==> config.mk <==
export PLATFORM = sky130hd
export DESIGN_NAME = boot_seq_ctrl
export DESIGN_NICKNAME = d
export VERILOG_FILES = /design/src/rtl/boot_seq_pkg.sv /design/src/rtl/boot_seq_timer.sv /design/src/rtl/boot_seq_ctrl.sv
export SDC_FILE = /design/constraint.sdc
export NUM_CORES = 1
export LEC_CHECK = 0
export CORE_ASPECT_RATIO = 0.8
export CORE_UTILIZATION = 49
export DETAILED_ROUTE_END_ITERATION = 16
export GPL_TIMING_DRIVEN = 0
export PLACE_DENSITY = 0.88
export SYNTH_ARGS = -nofsm -noshare
export SYNTH_HDL_FRONTEND = slang
export SYNTH_SLANG_ARGS = --single-unit
==> constraint.sdc <==
create_clock -name clk -period 7.6 [get_ports clk]
set_input_delay 1.52 -clock clk [delete_from_list [all_inputs] [get_ports clk]]
set_output_delay 1.52 -clock clk [all_outputs]
set_load 0.005 [all_outputs]
==> src/rtl/boot_seq_pkg.sv <==
`default_nettype none
// ============================================================================
// boot_seq_pkg : shared types and helpers for the SoC bring-up sequencer
// Revision     : 1.0
// ============================================================================
package boot_seq_pkg;

    typedef enum logic [3:0] {
        ST_IDLE      = 4'd0,
        ST_RST_HOLD  = 4'd1,
        ST_SETTLE    = 4'd2,
        ST_CFG_REQ   = 4'd3,
        ST_CFG_WAIT  = 4'd4,
        ST_LOAD_GO   = 4'd5,
        ST_LOAD_WAIT = 4'd6,
        ST_FETCH_DLY = 4'd7,
        ST_RUN       = 4'd8,
        ST_DONE      = 4'd9
    } state_e;

    typedef enum logic [1:0] {
        STAT_BUSY    = 2'd0,
        STAT_PASS    = 2'd1,
        STAT_ERROR   = 2'd2,
        STAT_TIMEOUT = 2'd3
    } status_e;

    typedef enum logic [1:0] {
        MODE_STANDALONE = 2'd0,
        MODE_PRELOAD    = 2'd1,
        MODE_SPI        = 2'd2,
        MODE_RSVD       = 2'd3
    } mode_e;

    // A timed state of N cycles loads N-1; zero still yields one cycle.
    function automatic int unsigned cyc_to_load(input int unsigned n);
        return (n == 0) ? 0 : n - 1;
    endfunction

    function automatic int unsigned timer_width(input int unsigned a,
                                                input int unsigned b,
                                                input int unsigned c);
        int unsigned m;
        m = (a > b) ? a : b;
        m = (m > c) ? m : c;
        return ($clog2(m + 1) < 1) ? 1 : $clog2(m + 1);
    endfunction

endpackage : boot_seq_pkg
`default_nettype wire

==> src/rtl/boot_seq_timer.sv <==
`default_nettype none
// ============================================================================
// boot_seq_timer : loadable down-counter with zero flag for timed states
// Revision       : 1.0
// ============================================================================
module boot_seq_timer #(
    parameter int unsigned WIDTH = 8
) (
    input  logic             clk,
    input  logic             rst_n,
    input  logic             load_i,
    input  logic             en_i,
    input  logic [WIDTH-1:0] load_val_i,
    output logic             zero_o
);

    logic [WIDTH-1:0] cnt_q;
    logic [WIDTH-1:0] cnt_d;

    always_comb begin
        cnt_d = cnt_q;
        if (load_i) begin
            cnt_d = load_val_i;
        end else if (en_i && (cnt_q != '0)) begin
            cnt_d = cnt_q - 1'b1;
        end
    end

    always_ff @(posedge clk or negedge rst_n) begin
        if (!rst_n) begin
            cnt_q <= '0;
        end else begin
            cnt_q <= cnt_d;
        end
    end

    assign zero_o = (cnt_q == '0);

endmodule : boot_seq_timer
`default_nettype wire

==> src/rtl/boot_seq_ctrl.sv <==
`default_nettype none
// ============================================================================
// boot_seq_ctrl : SoC bring-up sequencer (reset, boot-address write, loader
//                 handshake, fetch enable and end-of-computation watchdog)
// Revision      : 1.0
// ============================================================================
module boot_seq_ctrl
    import boot_seq_pkg::*;
#(
    parameter int unsigned RST_HOLD_CYC  = 50,
    parameter int unsigned SETTLE_CYC    = 50,
    parameter int unsigned FETCH_DLY_CYC = 20,
    parameter logic [31:0] BOOT_REG_ADDR = 32'h1A10_7008,
    parameter logic [31:0] BOOT_ADDR     = 32'h0000_0000,
    parameter int unsigned EOC_BIT       = 8
) (
    input  logic        clk,
    input  logic        rst_n,
    input  logic        start_i,
    input  logic [1:0]  mode_i,
    input  logic [31:0] timeout_i,
    output logic        soc_rst_no,
    output logic        cfg_req_o,
    output logic [31:0] cfg_addr_o,
    output logic [31:0] cfg_wdata_o,
    input  logic        cfg_gnt_i,
    input  logic        cfg_rvalid_i,
    input  logic        cfg_err_i,
    output logic        load_start_o,
    output logic [1:0]  load_mode_o,
    input  logic        load_done_i,
    input  logic        load_err_i,
    output logic        fetch_enable_o,
    input  logic [31:0] gpio_out_i,
    output logic        done_o,
    output logic [1:0]  status_o,
    output logic [31:0] run_cycles_o
);

    localparam int unsigned TMR_W = timer_width(RST_HOLD_CYC, SETTLE_CYC, FETCH_DLY_CYC);
    localparam logic [TMR_W-1:0] c_rst_load    = TMR_W'(cyc_to_load(RST_HOLD_CYC));
    localparam logic [TMR_W-1:0] c_settle_load = TMR_W'(cyc_to_load(SETTLE_CYC));
    localparam logic [TMR_W-1:0] c_fetch_load  = TMR_W'(cyc_to_load(FETCH_DLY_CYC));

    state_e      state_q, state_d;
    logic        soc_rst_n_q, soc_rst_n_d;
    logic        cfg_req_q, cfg_req_d;
    logic [31:0] cfg_addr_q, cfg_addr_d;
    logic [31:0] cfg_wdata_q, cfg_wdata_d;
    logic        load_start_q, load_start_d;
    mode_e       load_mode_q, load_mode_d;
    logic        fetch_enable_q, fetch_enable_d;
    logic        done_q, done_d;
    status_e     status_q, status_d;
    logic [31:0] run_cycles_q, run_cycles_d;

    logic             tmr_load;
    logic             tmr_en;
    logic [TMR_W-1:0] tmr_val;
    logic             tmr_zero;
    logic [32:0]      run_inc;
    logic             eoc;
    logic             unused_gpio;

    boot_seq_timer #(
        .WIDTH (TMR_W)
    ) u_timer (
        .clk        (clk),
        .rst_n      (rst_n),
        .load_i     (tmr_load),
        .en_i       (tmr_en),
        .load_val_i (tmr_val),
        .zero_o     (tmr_zero)
    );

    // One extra bit so the watchdog compare still works at saturation.
    assign run_inc     = {1'b0, run_cycles_q} + 33'd1;
    assign eoc         = gpio_out_i[EOC_BIT];
    assign unused_gpio = ^gpio_out_i;

    always_comb begin
        state_d        = state_q;
        soc_rst_n_d    = soc_rst_n_q;
        cfg_req_d      = cfg_req_q;
        cfg_addr_d     = cfg_addr_q;
        cfg_wdata_d    = cfg_wdata_q;
        load_start_d   = 1'b0;
        load_mode_d    = load_mode_q;
        fetch_enable_d = fetch_enable_q;
        done_d         = done_q;
        status_d       = status_q;
        run_cycles_d   = run_cycles_q;
        tmr_load       = 1'b0;
        tmr_en         = 1'b0;
        tmr_val        = '0;

        case (state_q)
            ST_IDLE, ST_DONE: begin
                if (start_i) begin
                    state_d      = ST_RST_HOLD;
                    soc_rst_n_d  = 1'b0;
                    done_d       = 1'b0;
                    status_d     = STAT_BUSY;
                    run_cycles_d = '0;
                    load_mode_d  = mode_e'(mode_i);
                    tmr_load     = 1'b1;
                    tmr_val      = c_rst_load;
                end
            end
            ST_RST_HOLD: begin
                if (tmr_zero) begin
                    state_d     = ST_SETTLE;
                    soc_rst_n_d = 1'b1;
                    tmr_load    = 1'b1;
                    tmr_val     = c_settle_load;
                end else begin
                    tmr_en = 1'b1;
                end
            end
            ST_SETTLE: begin
                if (tmr_zero) begin
                    case (load_mode_q)
                        MODE_STANDALONE: begin
                            state_d  = ST_FETCH_DLY;
                            tmr_load = 1'b1;
                            tmr_val  = c_fetch_load;
                        end
                        MODE_PRELOAD, MODE_SPI: begin
                            state_d     = ST_CFG_REQ;
                            cfg_req_d   = 1'b1;
                            cfg_addr_d  = BOOT_REG_ADDR;
                            cfg_wdata_d = BOOT_ADDR;
                        end
                        default: begin
                            state_d  = ST_DONE;
                            done_d   = 1'b1;
                            status_d = STAT_ERROR;
                        end
                    endcase
                end else begin
                    tmr_en = 1'b1;
                end
            end
            ST_CFG_REQ: begin
                if (cfg_gnt_i) begin
                    cfg_req_d   = 1'b0;
                    cfg_addr_d  = '0;
                    cfg_wdata_d = '0;
                    // A response in the grant cycle is consumed right here.
                    if (cfg_rvalid_i && cfg_err_i) begin
                        state_d  = ST_DONE;
                        done_d   = 1'b1;
                        status_d = STAT_ERROR;
                    end else if (cfg_rvalid_i) begin
                        state_d      = ST_LOAD_GO;
                        load_start_d = 1'b1;
                    end else begin
                        state_d = ST_CFG_WAIT;
                    end
                end
            end
            ST_CFG_WAIT: begin
                if (cfg_rvalid_i && cfg_err_i) begin
                    state_d  = ST_DONE;
                    done_d   = 1'b1;
                    status_d = STAT_ERROR;
                end else if (cfg_rvalid_i) begin
                    state_d      = ST_LOAD_GO;
                    load_start_d = 1'b1;
                end
            end
            ST_LOAD_GO: begin
                state_d = ST_LOAD_WAIT;
            end
            ST_LOAD_WAIT: begin
                if (load_done_i && load_err_i) begin
                    state_d  = ST_DONE;
                    done_d   = 1'b1;
                    status_d = STAT_ERROR;
                end else if (load_done_i) begin
                    state_d  = ST_FETCH_DLY;
                    tmr_load = 1'b1;
                    tmr_val  = c_fetch_load;
                end
            end
            ST_FETCH_DLY: begin
                if (tmr_zero) begin
                    state_d        = ST_RUN;
                    fetch_enable_d = 1'b1;
                end else begin
                    tmr_en = 1'b1;
                end
            end
            ST_RUN: begin
                run_cycles_d = run_inc[32] ? '1 : run_inc[31:0];
                if (eoc) begin
                    state_d        = ST_DONE;
                    done_d         = 1'b1;
                    status_d       = STAT_PASS;
                    fetch_enable_d = 1'b0;
                end else if ((timeout_i != '0) && (run_inc >= {1'b0, timeout_i})) begin
                    state_d        = ST_DONE;
                    done_d         = 1'b1;
                    status_d       = STAT_TIMEOUT;
                    fetch_enable_d = 1'b0;
                end
            end
            default: begin
                state_d = ST_IDLE;
            end
        endcase
    end

    always_ff @(posedge clk or negedge rst_n) begin
        if (!rst_n) begin
            state_q        <= ST_IDLE;
            soc_rst_n_q    <= 1'b0;
            cfg_req_q      <= 1'b0;
            cfg_addr_q     <= '0;
            cfg_wdata_q    <= '0;
            load_start_q   <= 1'b0;
            load_mode_q    <= MODE_STANDALONE;
            fetch_enable_q <= 1'b0;
            done_q         <= 1'b0;
            status_q       <= STAT_BUSY;
            run_cycles_q   <= '0;
        end else begin
            state_q        <= state_d;
            soc_rst_n_q    <= soc_rst_n_d;
            cfg_req_q      <= cfg_req_d;
            cfg_addr_q     <= cfg_addr_d;
            cfg_wdata_q    <= cfg_wdata_d;
            load_start_q   <= load_start_d;
            load_mode_q    <= load_mode_d;
            fetch_enable_q <= fetch_enable_d;
            done_q         <= done_d;
            status_q       <= status_d;
            run_cycles_q   <= run_cycles_d;
        end
    end

    assign soc_rst_no     = soc_rst_n_q;
    assign cfg_req_o      = cfg_req_q;
    assign cfg_addr_o     = cfg_addr_q;
    assign cfg_wdata_o    = cfg_wdata_q;
    assign load_start_o   = load_start_q;
    assign load_mode_o    = load_mode_q;
    assign fetch_enable_o = fetch_enable_q;
    assign done_o         = done_q;
    assign status_o       = status_q;
    assign run_cycles_o   = run_cycles_q;

endmodule : boot_seq_ctrl
`default_nettype wire

==> impl_metrics.env, run 1 <==
export IMPL_drc=0
export IMPL_track_usage=0.276
export IMPL_reg2reg_slack_ns=3.02
export IMPL_cp_end_kind="flop"
export IMPL_diodes=0
export IMPL_netlist_instances=584
export IMPL_p_total_mw=1.65
export IMPL_crit_fanout=7
export IMPL_min_path_type="flop to flop"
export IMPL_synthTopCellsByArea="dfrtp_1, buf_4, ha_1"
export IMPL_crit_path_cell_trace="nand4_1 > nor4_2 > nand4_2 > nor2_1 > xor2_1 > ha_1 > nand4_1 > nor4_2 > nand3_1 > o221ai_1 > o211ai_2 > mux2_1"
export IMPL_drv_cap=0
export IMPL_final_nets=850
export IMPL_gp_congestion=0.913
export IMPL_core_um2=9270
export IMPL_rows=31
export IMPL_cp_slowest_cell="nor4_2"
export IMPL_crit_type="flop to flop"
export IMPL_clk_insertion_delay_late_ns=0.29
export IMPL_postRouteWirelength_mm=14.1
export IMPL_ant_nets=0
export IMPL_cts_sinks=51
export IMPL_ys_flop_type="dfrtp_1"
export IMPL_synth_area_um2=4800
export IMPL_synth_avg_cell_area_um2=8.21
export IMPL_grt_max_degree=39
export IMPL_initial_core_util=0.517
export IMPL_max_slew_margin_rel=0.478
export IMPL_synthArstFlopShare=1.00
export IMPL_post_cts_buffers=0
export IMPL_grt_ovfl_total=0
export IMPL_ir_drop_mv=0.143
export IMPL_io_pins=179
export IMPL_post_cts_resized=0
export IMPL_synth_edf_count=0
export IMPL_drt_iter0_markers=378
export IMPL_crit_buf_inv=0
export IMPL_cts_htree_levels=2
export IMPL_critPathTopFamily="simple AND/OR/NAND/NOR gates"
export IMPL_grt_pass1_vias=4516
export IMPL_numPortBuffers=91
export IMPL_cts_root_buf="clkbuf_16"
export IMPL_clk_pin_slew_ns=0.07
export IMPL_slew_violations=0
export IMPL_cpPeakStageDelay_ns=0.56
export IMPL_crit_arrival_ns=4.76
export IMPL_die_w_um=113
export IMPL_period_needed_ns=4.58
export IMPL_synth_top_cell_area_share=0.266
export IMPL_dr_pass1_iters=5
export IMPL_ys_ff_latch=51
export IMPL_tns_ns=0
export IMPL_cts_buffers=5
export IMPL_final_hold_viol_count=0
export IMPL_skew_ns=0.00571
export IMPL_vias=4732
export IMPL_hold_buffers=0
export IMPL_grt_pass1_wl_mm=22.4
export IMPL_fill_cells=782
export IMPL_leakage_nw=2.99
export IMPL_post_drt_wl_per_cell_um=16.5
export IMPL_die_h_um=90.5
export IMPL_setup_violations=0
export IMPL_synth_cell_types=72
export IMPL_antenna_found_initial=0
export IMPL_synth_largest_area_cell="dfrtp_1"
export IMPL_avgViaCountPerCell=5.54
export IMPL_fin_crit_sh=0.603
export IMPL_dp_hpwl_mm=11.4
export IMPL_ys_seq_area_frac=0.266
export IMPL_critPathLaunchType="flop"
export IMPL_layout_area_overhead_vs_synth_pct=29.6
export IMPL_dieArea_um2=10200
export IMPL_status="completed"
export IMPL_cts_tree="done"
export IMPL_clockBufferDepth=2
export IMPL_worstMarginPinSlew_ns=0.779
export IMPL_p_per_area_nw_per_um2=265
export IMPL_fmax_mhz=218
export IMPL_ys_warn_count=0
export IMPL_rsz0062_at_grt="no"
export IMPL_drive_gt1_frac=0.150
export IMPL_required_ns=7.77
==> stage by stage <==
step	instance area (um^2)	std cells	hold WS, ns	utilization	setup slack, ns
4_1_cts	6220	854	0.526	0.671	3.15
3_5_place_dp	6070	846	0.510	0.655	3.14
3_3_place_gp	6060	845	0.489	0.654	3.22
2_1_floorplan	5000	639	0.489	-	4.14
6_report	6220	854	0.518	0.671	3.02
5_1_grt	6220	854	0.532	0.671	2.75
==> cells in the final DEF, fill, tap and decap left out, types with 4 or more instances in the layout <==
cell,n
a21boi_0,4
a21oi_1,42
a22oi_1,4
a2bb2oi_1,6
a311oi_1,9
a31oi_1,5
and3_1,5
buf_2,9
buf_4,65
clkbuf_1,11
clkbuf_16,5
clkdlybuf4s50_1,90
conb_1,56
dfrtp_1,51
ha_1,38
inv_1,47
nand2_1,42
nand3_1,19
nand4_1,16
nand4_2,4
nor2_1,50
nor3_1,5
nor3_2,4
nor4_1,12
o21a_1,4
o21ai_0,23
xnor2_1,20
xor2_1,14
==> power breakdown <==
group | switching [mW] | internal, mW
registers | 0.106 | 0.358
logic | 0.496 | 0.460
clock network | 0.104 | 0.122
==> flip-flops by register name, summed over array words and instances (netlist names), 2 cells and up <==
register,flops
run_cycles_o,32
u_timer.cnt_q,6
state_q,4
load_mode_o,2
status_o,2
==> area by class of cell <==
type	count	area, um^2	area share
Buffer	86	584	0.0940
Clock buffer	5	125	0.0201
Clock inverter	3	18.8	0.00302
Inverter	48	180	0.0290
Multi-Input combinational cell	454	2960	0.477
Sequential cell	51	1280	0.205
Tap cell	115	144	0.0231
Timing Repair Buffer	92	926	0.149
==> cells by family after synthesis <==
logic type / Yosys count / synth area share
mux: 5 / 0.0110
fa+ha+maj: 38 / 0.0991
xor+xnor: 35 / 0.0655
flops: 51 / 0.266
buf+inv: 134 / 0.159
other cells: 1 / 0.000782
compound gates: 135 / 0.190
simple gates: 185 / 0.209
==> cells in the mapped netlist, types with 5 or more instances <==
cell / number
a21oi_1: 42
a2bb2oi_1: 6
a311oi_1: 9
a31oi_1: 5
and3_1: 5
buf_2: 8
buf_4: 65
clkbuf_1: 11
dfrtp_1: 51
ha_1: 38
inv_1: 47
nand2_1: 42
nand3_1: 19
nand4_1: 16
nor2_1: 50
nor3_1: 5
nor4_1: 12
o21ai_0: 23
xnor2_1: 20
xor2_1: 14
==> worst register-to-register path: stages (launching register included) <==
cell and delay, ns:
dfrtp_1 0.50, nand4_1 0.30, nor4_2 0.54, nand4_2 0.30, nor2_1 0.27, xor2_1 0.30
ha_1 0.22, nand4_1 0.20, nor4_2 0.56, nand3_1 0.14, o221ai_1 0.54, o211ai_2 0.24
mux2_1 0.36
==> final timing paths <==
check | from | to | depth (start not counted)
max | run_cycles_o[0]$_DFFE_PN0P_ | status_o[0]$_DFFE_PN0P_ | 12
min | status_o[1]$_DFFE_PN0P_ | status_o[1]$_DFFE_PN0P_ | 1
max reg2reg | run_cycles_o[0]$_DFFE_PN0P_ | status_o[0]$_DFFE_PN0P_ | 12
min reg2reg | status_o[1]$_DFFE_PN0P_ | status_o[1]$_DFFE_PN0P_ | 1
max in group asynchronous | rst_n | run_cycles_o[24]$_DFFE_PN0P_ | 2
min in group asynchronous | rst_n | cfg_addr_o[27]$_DFFE_PN0P_ | 1
==> metal layers <==
metal	global-route usage	vias up	wire length, um
met5	0	-	0
met4	0.0567	0	181
met3	0.0792	19	1660
met2	0.437	252	6390
met1	0.376	2196	5870
li1	-	2265	-
No activity file was read; power rests on OpenSTA's default activity.
==> inputs of run 2 (changes only) <==
- CORE_UTILIZATION: 49 -> 46
- PLACE_DENSITY: 0.88 -> 0.84
- clock period: 7.6 -> 4.6 ns (I/O delays scaled with it)
==> run 2 against run 1 <==
Effect of this change:
- final cell count rose by 2.5%
- clock power rose by 98%
- wire length rose by 1.7%
- combinational power rose by 65%
- power rose by 70%
- critical endpoint is now status_o[1]$_DFFE_PN0P_
==> impl_metrics.env, run 2 (same netlist as run 1, synthesis figures left out) <==
export IMPL_critPathLaunchType="flop"
export IMPL_clockBufferDepth=2
export IMPL_drv_cap=0
export IMPL_placed_area_um2=6100
export IMPL_fill_cells=827
export IMPL_postRouteWirelength_mm=14.3
export IMPL_drc=0
export IMPL_io_pins=179
export IMPL_dieArea_um2=10800
export IMPL_layout_commonest_cell="clkdlybuf4s50_1"
export IMPL_core_um2=9890
export IMPL_rows=32
export IMPL_worstReg2RegStart="run_cycles_o[17]$_DFFE_PN0P_"
export IMPL_worstHoldStart="status_o[1]$_DFFE_PN0P_"
export IMPL_largest_reg_flops=32
export IMPL_ir_drop_mv=0.232
export IMPL_holdPathStages=1
export IMPL_numPortBuffers=91
export IMPL_fin_crit_sh=0.944
export IMPL_layout_area_overhead_vs_synth_pct=31.0
export IMPL_crit_arrival_ns=4.52
export IMPL_holdWs_ns=0.499
export IMPL_p_per_area_nw_per_um2=445
export IMPL_antenna_found_initial=0
export IMPL_cts_root_buf="clkbuf_16"
export IMPL_finalNonFillerCells=875
export IMPL_r2r_end="status_o[1]$_DFFE_PN0P_"
export IMPL_slew_violations=0
export IMPL_ant_nets=0
export IMPL_final_hold_viol_count=0
export IMPL_post_route_util=0.635
export IMPL_dr_pass1_iters=5
export IMPL_crit_type="flop to flop"
export IMPL_gp_congestion=0.954
export IMPL_tns_ns=0
export IMPL_diodes=0
export IMPL_post_drt_wl_per_cell_um=16.4
export IMPL_hold_buffers=0
export IMPL_p_total_mw=2.80
export IMPL_min_path_type="flop to flop"
export IMPL_grt_pass1_vias=4428
export IMPL_grt_max_degree=28
export IMPL_dp_hpwl_mm=11.5
export IMPL_initial_core_util=0.485
export IMPL_period_needed_ns=4.34
export IMPL_r2r_cells=12
export IMPL_avgViaCountPerCell=5.51
export IMPL_post_place_ws_ns=0.226
export IMPL_max_slew_margin_rel=0.483
export IMPL_cts_buffers=5
export IMPL_die_h_um=93.3
export IMPL_clk_insertion_delay_late_ns=0.29
export IMPL_fmax_mhz=230
export IMPL_drive_gt1_frac=0.152
export IMPL_design_area_um2=6280
export IMPL_cts_tree="done"
export IMPL_crit_fanout=8
export IMPL_layout_common_cells="clkdlybuf4s50_1, buf_4, conb_1"
export IMPL_cp_end_kind="flop"
export IMPL_final_nets=850
export IMPL_holdPathEnd="status_o[1]$_DFFE_PN0P_"
export IMPL_setup_slack_ns=0.259
export IMPL_vias=4825
export IMPL_place_inst=867
export IMPL_drt_iter0_markers=359
export IMPL_worstMarginPinSlew_ns=0.771
export IMPL_leakage_nw=3.01
export IMPL_cts_htree_levels=2
export IMPL_setup_violations=0
export IMPL_die_w_um=116
export IMPL_grt_ovfl_total=0
export IMPL_status="completed"
export IMPL_track_usage=0.269
export IMPL_grt_pass1_wl_mm=22.5
export IMPL_skew_ns=0.00581
export IMPL_cts_sinks=51
export IMPL_clk_pin_slew_ns=0.07
export IMPL_reg2reg_slack_ns=0.26
export IMPL_required_ns=4.78
## run 2: cell types whose count changed in the layout (fill, tap and decap cells not counted), sizes merged
cell	before	now
clkbuf	16	17
clkinv	3	1
bufinv	0	1
## run 2: report_power, final
group	internal (mW)	switching (mW)	leakage, nW
logic	0.763	0.822	2.26
clock network	0.274	0.174	0.0875
registers	0.592	0.172	0.661
total	1.63	1.17	3.01
## run 2: worst max path at each step
stage,from,depth (start not counted),to,slack [ns]
floorplan,run_cycles_o[2]$_DFFE_PN0P_,13,status_o[0]$_DFFE_PN0P_,1.14
global placement,run_cycles_o[0]$_DFFE_PN0P_,12,status_o[1]$_DFFE_PN0P_,0.27
detailed placement,run_cycles_o[17]$_DFFE_PN0P_,12,status_o[1]$_DFFE_PN0P_,0.23
CTS,run_cycles_o[17]$_DFFE_PN0P_,12,status_o[1]$_DFFE_PN0P_,0.20
global route,run_cycles_o[17]$_DFFE_PN0P_,12,status_o[1]$_DFFE_PN0P_,-0.008
finish,run_cycles_o[17]$_DFFE_PN0P_,12,status_o[1]$_DFFE_PN0P_,0.26
## run 2: critical path, cell delays in order (launching register included)
cell	delay, ns
dfrtp_1	0.48
nand4_2	0.23
nor4_4	0.55
nand4_2	0.34
nor2_1	0.26
xor2_1	0.31
ha_1	0.22
nand4_1	0.23
nor4_2	0.54
nand3_1	0.15
o221ai_2	0.33
o211ai_2	0.21
mux2_1	0.35
## run 2: metal layers
metal	share of wire	wire length (um)	vias to the layer above	track usage
li1	-	-	2275	-
met1	0.44	6360	2291	0.381
met2	0.46	6620	245	0.428
met3	0.086	1230	14	0.0480
met4	0.0097	139	0	0.0513
met5	0	0	-	0
## run 2: final cells by class
cell class                      instances  area, um^2  share of cell area
Inverter                               48         180              0.0287
Clock inverter                          2        38.8             0.00617
Tap cell                              136         170              0.0271
Multi-Input combinational cell        454        2970               0.473
Timing Repair Buffer                   92         926               0.147
Buffer                                 86         584              0.0930
Clock buffer                            6         139              0.0221
Sequential cell                        51        1280               0.203
## run 2: repair_timing
action                                  in CTS  in global routing
endpoints found under the hold margin        0                  0
gates resized for setup                      0                  1
setup buffers                                0                  0
endpoints found under the setup margin       0                  5
==> inputs of run 3 (changes only) <==
- GPL_TIMING_DRIVEN: 0 -> default
==> run 3 against run 2 <==
Effect of this change:
- wire length fell by 8.9%
- first-iteration DRC count increased by 11%
- combinational power decreased by 16%
- clock power shrank 18%
- sequential power rose by 12%
- power is 8.8% lower
- count of clock-buffer cells in the layout did not move
- critical endpoint is now status_o[0]$_DFFE_PN0P_
- largest power group unchanged
- highest routed layer unchanged
==> impl_metrics.env, run 3 (same netlist as run 1, synthesis figures left out) <==
export IMPL_status="completed"
export IMPL_gp_congestion=0.919
export IMPL_hold_buffers=0
export IMPL_cpMostUsedCell="nand4_2"
export IMPL_max_slew_margin_rel=0.441
export IMPL_clk_insertion_delay_late_ns=0.29
export IMPL_wl_met1_mm=5.61
export IMPL_vias=4485
export IMPL_critPathLaunchType="flop"
export IMPL_cts_sinks=51
export IMPL_rows=32
export IMPL_crit_buf_inv=0
export IMPL_drv_cap=0
export IMPL_clk_pin_slew_ns=0.07
export IMPL_post_place_ws_ns=0.368
export IMPL_post_cts_resized=0
export IMPL_fill_cells=860
export IMPL_skew_ns=0.00848
export IMPL_regArea_um2=1280
export IMPL_tns_ns=0
export IMPL_layout_commonest_cell="clkdlybuf4s50_1"
export IMPL_diodes=0
export IMPL_fin_crit_sh=0.921
export IMPL_cp_slowest_cell="dfrtp_1"
export IMPL_postRouteWirelength_mm=13.1
export IMPL_drive_gt1_frac=0.0637
export IMPL_p_per_area_nw_per_um2=447
export IMPL_crit_type="flop to flop"
export IMPL_dieArea_um2=10800
export IMPL_design_area_um2=5700
export IMPL_avgViaCountPerCell=5.64
export IMPL_crit_path_cell_trace="nand4_2 > nor4_2 > nand4_2 > nor2_1 > xor2_1 > ha_1 > nand4_1 > nor4_4 > nand3_1 > o221ai_1 > o211ai_2 > mux2_1"
export IMPL_ant_nets=0
export IMPL_dp_hpwl_mm=10.1
export IMPL_grt_pass1_vias=4138
export IMPL_rsz0062_at_grt="no"
export IMPL_ir_drop_mv=0.222
export IMPL_numPortBuffers=91
export IMPL_worstMarginPinSlew_ns=0.837
export IMPL_core_um2=9890
export IMPL_top_layer_used="met4"
export IMPL_grt_ovfl_total=0
export IMPL_period_needed_ns=4.24
export IMPL_io_pins=179
export IMPL_drc=0
export IMPL_required_ns=4.77
export IMPL_clockBufferDepth=2
export IMPL_cpPeakStageDelay_ns=0.49
export IMPL_largest_reg_flops=32
export IMPL_leakage_nw=2.62
export IMPL_layout_area_overhead_vs_synth_pct=18.8
export IMPL_die_h_um=93.3
export IMPL_final_nets=770
export IMPL_antenna_found_initial=0
export IMPL_cts_buffers=5
export IMPL_met3WireLength_mm=1.24
export IMPL_drt_iter0_markers=400
export IMPL_final_hold_viol_count=0
export IMPL_fmax_mhz=236
export IMPL_track_usage=0.239
export IMPL_post_cts_buffers=0
export IMPL_dr_pass1_iters=5
export IMPL_multiInputGateArea_um2=2970
export IMPL_post_route_util=0.576
export IMPL_placed_area_um2=5550
export IMPL_layout_common_cells="clkdlybuf4s50_1, conb_1, dfrtp_1"
export IMPL_crit_fanout=8
export IMPL_cts_tree="done"
export IMPL_min_path_type="flop to flop"
export IMPL_cts_htree_levels=2
export IMPL_initial_core_util=0.485
export IMPL_die_w_um=116
export IMPL_setup_violations=0
export IMPL_grt_max_degree=52
export IMPL_critPathTopFamily="simple AND/OR/NAND/NOR gates"
export IMPL_grt_pass1_wl_mm=20.4
export IMPL_slew_violations=0
export IMPL_cp_end_kind="flop"
export IMPL_cts_root_buf="clkbuf_16"
export IMPL_holdWs_ns=0.499
export IMPL_post_drt_wl_per_cell_um=16.4
export IMPL_setup_slack_ns=0.362
export IMPL_crit_arrival_ns=4.41
export IMPL_wl_met2_mm=5.98
==> run 3: metrics by stage <==
step                      power, mW  std cells
after floorplan                1.70        639
after global placement         2.10        787
after detailed placement       2.16        787
after CTS                      2.53        795
after global routing           2.74        795
final                          2.55        795
==> run 3: final timing paths <==
kind,from,endpoint,slack (ns),cells after the start
max reg2reg,run_cycles_o[8]$_DFFE_PN0P_,status_o[0]$_DFFE_PN0P_,0.36,12
max,run_cycles_o[8]$_DFFE_PN0P_,status_o[0]$_DFFE_PN0P_,0.36,12
min reg2reg,status_o[1]$_DFFE_PN0P_,status_o[1]$_DFFE_PN0P_,0.50,1
min in group asynchronous,rst_n,load_start_o$_DFF_PN0_,0.74,2
min,status_o[1]$_DFFE_PN0P_,status_o[1]$_DFFE_PN0P_,0.50,1
max in group asynchronous,rst_n,run_cycles_o[3]$_DFFE_PN0P_,3.40,2
==> run 3: per-layer routing <==
metal / up-vias / track usage
met1: 2113 / 0.324
met5: - / 0
li1: 2107 / -
met2: 242 / 0.386
met4: 0 / 0.0620
met3: 23 / 0.0506
==> run 3: cell type report <==
type / count / area share
multi-input combinational: 454 / 0.522
sequential: 51 / 0.224
timing repair buffer: 98 / 0.168
inverter: 48 / 0.0316
tap: 136 / 0.0299
clock buffer: 6 / 0.0226
clock inverter: 2 / 0.00220
==> run 3: power breakdown <==
part / switching, mW / internal [mW]
logic: 0.661 / 0.665
clock network: 0.167 / 0.201
registers: 0.265 / 0.591
==> RTL change 1 (settings of run 2) <==
Put one more register stage on the output `status_o`, with the module's reset. The value now appears one clock later. The other outputs are not delayed to match.
--- a/src/rtl/boot_seq_ctrl.sv
+++ b/src/rtl/boot_seq_ctrl.sv
@@ -247,7 +247,13 @@
     assign load_mode_o    = load_mode_q;
     assign fetch_enable_o = fetch_enable_q;
     assign done_o         = done_q;
-    assign status_o       = status_q;
+    always_ff @(posedge clk or negedge rst_n) begin
+        if (!rst_n) begin
+            status_o <= '0;
+        end else begin
+            status_o <= status_q;
+        end
+    end
     assign run_cycles_o   = run_cycles_q;
 
 endmodule : boot_seq_ctrl
Check against the original RTL: same outputs for any inputs over 4 cycles, from zero or initial values and one cycle with rst_n low; that may be too few to reach the edited logic, so the function may still have changed.
==> RTL change 1 against run 2 <==
  * Area after synthesis increased by 0.55%
  * Combinational power is 16% lower
  * Wire length decreased by 5.7%
  * Final area up 0.76%
  * Die area grew 0.53%
  * Critical path depth up 3
  * Sequential cell count grew 2
  * Sequential share of layout area up 0.64 points
  * Worst setup slack better by 37 ps
  * Total power decreased by 12%
==> RTL change 1: results (changes against run 2) <==
| Metric | Value |
|---|---|
| Internal | 1460 uW (was 1630 uW) |
| Synthesized instance count | 582 (was 584) |
| Worst hold path startpoint | status_q[0] (was status_o[1]) |
| Run status | finished, final reports clean (unchanged) |
| Nonclk buf count | 179 (was 178) |
| Setup slack after layout | 297 ps (was 259 ps) |
| Placed Instances | 869 (was 867) |
| Start point of the critical path | run_cycles_o[0] (was run_cycles_o[17]) |
| Placer congestion estimate | 0.910 (was 0.954) |
| Met1 GRT Util | 0.352 (was 0.381) |
| Via count | 4745 (was 4825) |
| Multi-input gates | 451 (was 454) |
| Critical Path AT | 4480 ps (was 4520 ps) |
| Seq/Total Area, Yosys | 0.275 (was 0.266) |
| Hold Crit Depth | 0 (was 1) |
| Synth top area cells | dfrtp_1 (27%), buf_4 (10%), ha_1 (9.9%), a21oi_1 (5.6%), xnor2_1 (4.0%) (was dfrtp_1 (27%), buf_4 (10%), ha_1 (9.9%), a21oi_1 (4.4%), nor2_1 (3.9%)) |
| Gr usage total | 0.254 (was 0.269) |
| Share of cells above drive strength 1 | 0.153 (was 0.152) |
| VDD IR max | 0.215 mV (was 0.232 mV) |
| Worst reg2reg path depth | 15 (was 12) |
| Die X-Extent | 116 um (about the same) |
| Vias per cell | 5.41 (was 5.51) |
| CTS tree | built (unchanged) |
| Fraction of area in multi-input gates | 0.469 (was 0.473) |
| Dpl hpwl | 10700 um (was 11500 um) |
| Reg2Reg Setup Slack | 300 ps (was 260 ps) |
| Critical path's largest stage delay | 480 ps (was 550 ps) |
| Largest net degree at the start of global routing | 41 (was 28) |
| Met3 routed WL | 1260 um (was 1230 um) |
| Non-clock buffer share | 0.240 (about the same) |
| Slowest-stage cell, CP | dfrtp_1 (was nor4_4) |
| Hold Worst Slack | 370 ps (was 499 ps) |
| Vias in the first global route | 4333 (was 4428) |
| Register Area | 1330 sq um (was 1280 sq um) |
| Crit Path Max Fanout | 7 (was 8) |
| Post-synth top cells | buf_4 (66), a21oi_1 (54), dfrtp_1 (53) (was buf_4 (65), dfrtp_1 (51), nor2_1 (50)) |
| #FFs+latches synth | 53 (was 51) |
| Placed instance area | 6130 sq um (was 6100 sq um) |
| Global-route wire length before repair | 21400 um (was 22500 um) |
| Final WL | 13500 um (was 14300 um) |
| Final net count | 848 (was 850) |
| Clock-cell share | 0.0271 (was 0.0283) |
| Top Layer Used | met4 (unchanged) |
| Non-clk invs | 46 (was 48) |
| Met2 Track Usage GR | 0.404 (was 0.428) |
| M3 GR Usage | 0.0525 (was 0.0480) |
| FILL cells | 932 (was 827) |
| Met1 Wirelength | 5880 um (was 6360 um) |
==> RTL change 1: cell count changes in the layout (fill, tap and decap cells not counted), moves of 4 or more <==
cell	delta
nor4_1	-4
a311oi_1	+4
a21boi_0	-4
a21oi_1	+11
and3_1	+6
nor2_1	-16
a2bb2oi_1	-4
==> RTL change 1: cells by family (layout without fill, tap and decap cells) <==
family          after synthesis  after routing  share of synthesized area
compound gates              146            146                      0.202
xor+xnor                     35             35                     0.0636
fa+ha+maj                    38             38                     0.0986
buf+inv                     133            233                      0.158
flops                        53             53                      0.275
mux                           2              2                    0.00467
other cells                   1             56                   0.000777
simple gates                174            174                      0.197
==> RTL change 1: power groups by stage <==
stage / clock [uW] / sequential, uW / combinational [uW]
floorplan: 0 / 676 / 835
global placement: 0 / 688 / 1260
detailed placement: 0 / 698 / 1300
CTS: 440 / 688 / 1310
global route: 465 / 709 / 1460
finish: 436 / 690 / 1320
==> RTL change 2 (config.mk and constraints of run 2) <==
Made on the original files. Set the parameter `RST_HOLD_CYC` to 100 (it was 50).
--- a/src/rtl/boot_seq_ctrl.sv
+++ b/src/rtl/boot_seq_ctrl.sv
@@ -7,7 +7,7 @@
 module boot_seq_ctrl
     import boot_seq_pkg::*;
 #(
-    parameter int unsigned RST_HOLD_CYC  = 50,
+    parameter int unsigned RST_HOLD_CYC  = 100,
     parameter int unsigned SETTLE_CYC    = 50,
     parameter int unsigned FETCH_DLY_CYC = 20,
     parameter logic [31:0] BOOT_REG_ADDR = 32'h1A10_7008,
Function: same outputs for any inputs over 10 cycles, from zero or initial values and one cycle with rst_n low; that may be too few to reach the edited logic, so the function may still have changed.
==> RTL change 2 against run 2 <==
  * Area after synthesis down 2.1%
  * First-iteration DRC count increased by 0.56%
  * Wire length is 9.4% lower
  * Final area down 1.9%
  * Sequential cell count grew 1
  * Hold slack better by 4.3 ps
  * Critical path depth rose by 4
  * Total power decreased by 3.7%
  * Worst setup slack got worse by 11 ps
  * Non-clock buffer count up 1
  * Critical endpoint is now status_o[0]
  * Largest cell class unchanged
==> RTL change 2: results (changes against run 2) <==
| Metric | Value |
|---|---|
| Largest net degree at the start of global routing | 42 (was 28) |
| Diodes inserted | 0 (unchanged) |
| Synth Area in Compound Gates | 0.169 (was 0.190) |
| Met3 routed WL | 1020 um (was 1230 um) |
| Met2 Track Usage GR | 0.392 (was 0.428) |
| Post-synth top cells | buf_4 (64), nor2_1 (55), dfrtp_1 (52) (was buf_4 (65), dfrtp_1 (51), nor2_1 (50)) |
| Post-Synth XOR/XNOR Area | 0.0652 (was 0.0655) |
| Slowest-stage cell, CP | dfrtp_1 (was nor4_4) |
| Hold Worst Slack | 503 ps (was 499 ps) |
| Vias in the first global route | 4190 (was 4428) |
| FILL cells | 850 (was 827) |
| Dpl hpwl | 10200 um (was 11500 um) |
| Global-route wire length before repair | 20700 um (was 22500 um) |
| Final net count | 841 (was 850) |
| Pre-CTS setup slack | 143 ps (was 226 ps) |
| Gr usage total | 0.246 (was 0.269) |
| M3 GR Usage | 0.0412 (was 0.0480) |
| Final WL | 13000 um (was 14300 um) |
| Mux cell area share after synthesis | 0.0133 (was 0.0110) |
| Share of cells above drive strength 1 | 0.137 (was 0.152) |
| Synthesized instance count | 577 (was 584) |
| Cell variety after synth | 63 (was 72) |
| Met2 wire length | 5970 um (was 6620 um) |
| Placed instance area | 6000 sq um (was 6100 sq um) |
| Slew HR | 0.498 (was 0.483) |
| Placed Instances | 860 (was 867) |
| Synth top area cells | dfrtp_1 (28%), buf_4 (10%), ha_1 (9.6%), a21oi_1 (5.4%), xnor2_1 (4.7%) (was dfrtp_1 (27%), buf_4 (10%), ha_1 (9.9%), a21oi_1 (4.4%), nor2_1 (3.9%)) |
| Leakage | 0.00301 uW (about the same) |
| Met1 GRT Util | 0.347 (was 0.381) |
| Critical path's largest stage delay | 510 ps (was 550 ps) |
| Seq/Total Area, Yosys | 0.277 (was 0.266) |
| R2r startpoint | run_cycles_o[0] (was run_cycles_o[17]) |
| Hold Crit Class | in2async (was reg2reg) |
| Via count | 4526 (was 4825) |
| Routed WL per cell | 15.0 um (was 16.4 um) |
| Post-Synth Adder-Cell Area | 0.0959 (was 0.0991) |
| Run status | finished, final reports clean (unchanged) |
| Worst Skew | 6.27 ps (was 5.81 ps) |
| Switching Fraction | 0.415 (was 0.418) |
| First DRT Iteration DRCs | 361 (was 359) |
| Area of the multi-input gates | 2840 sq um (was 2970 sq um) |
[RTL change 2: cell count changes after synthesis, sizes merged, moves of 5 or more]
cell,before,now
nand4,20,8
and3,5,15
a21oi,43,51
o21ai,26,19
and4,3,8
nand2b,2,7
[RTL change 2: final timing paths]
path	endpoint	cells after the start
hold / removal	cfg_addr_o[27]	1
setup / recovery	status_o[0]	16
max in group asynchronous	run_cycles_o[18]	2
hold reg to reg	status_o[1]	1
min in group clk	status_o[1]	1
setup reg to reg	status_o[0]	16
[RTL change 2: layout make-up]
type,count,share of cell area
multi-input cells,445,0.461
flip-flops and latches,52,0.211
repair buffers,92,0.150
plain buffers,87,0.0962
inverters,48,0.0292
well taps,136,0.0276
clock buffers,5,0.0203
clock inverters,3,0.00447
[RTL change 2: power groups by stage]
stage          logic (uW)  registers [uW]  clock network (uW)
2_1_floorplan         945             761                   0
3_5_place_dp         1480             795                   0
5_1_grt              1660             813                 410
4_1_cts              1490             790                 392
3_3_place_gp         1440             789                   0
6_report             1510             794                 389
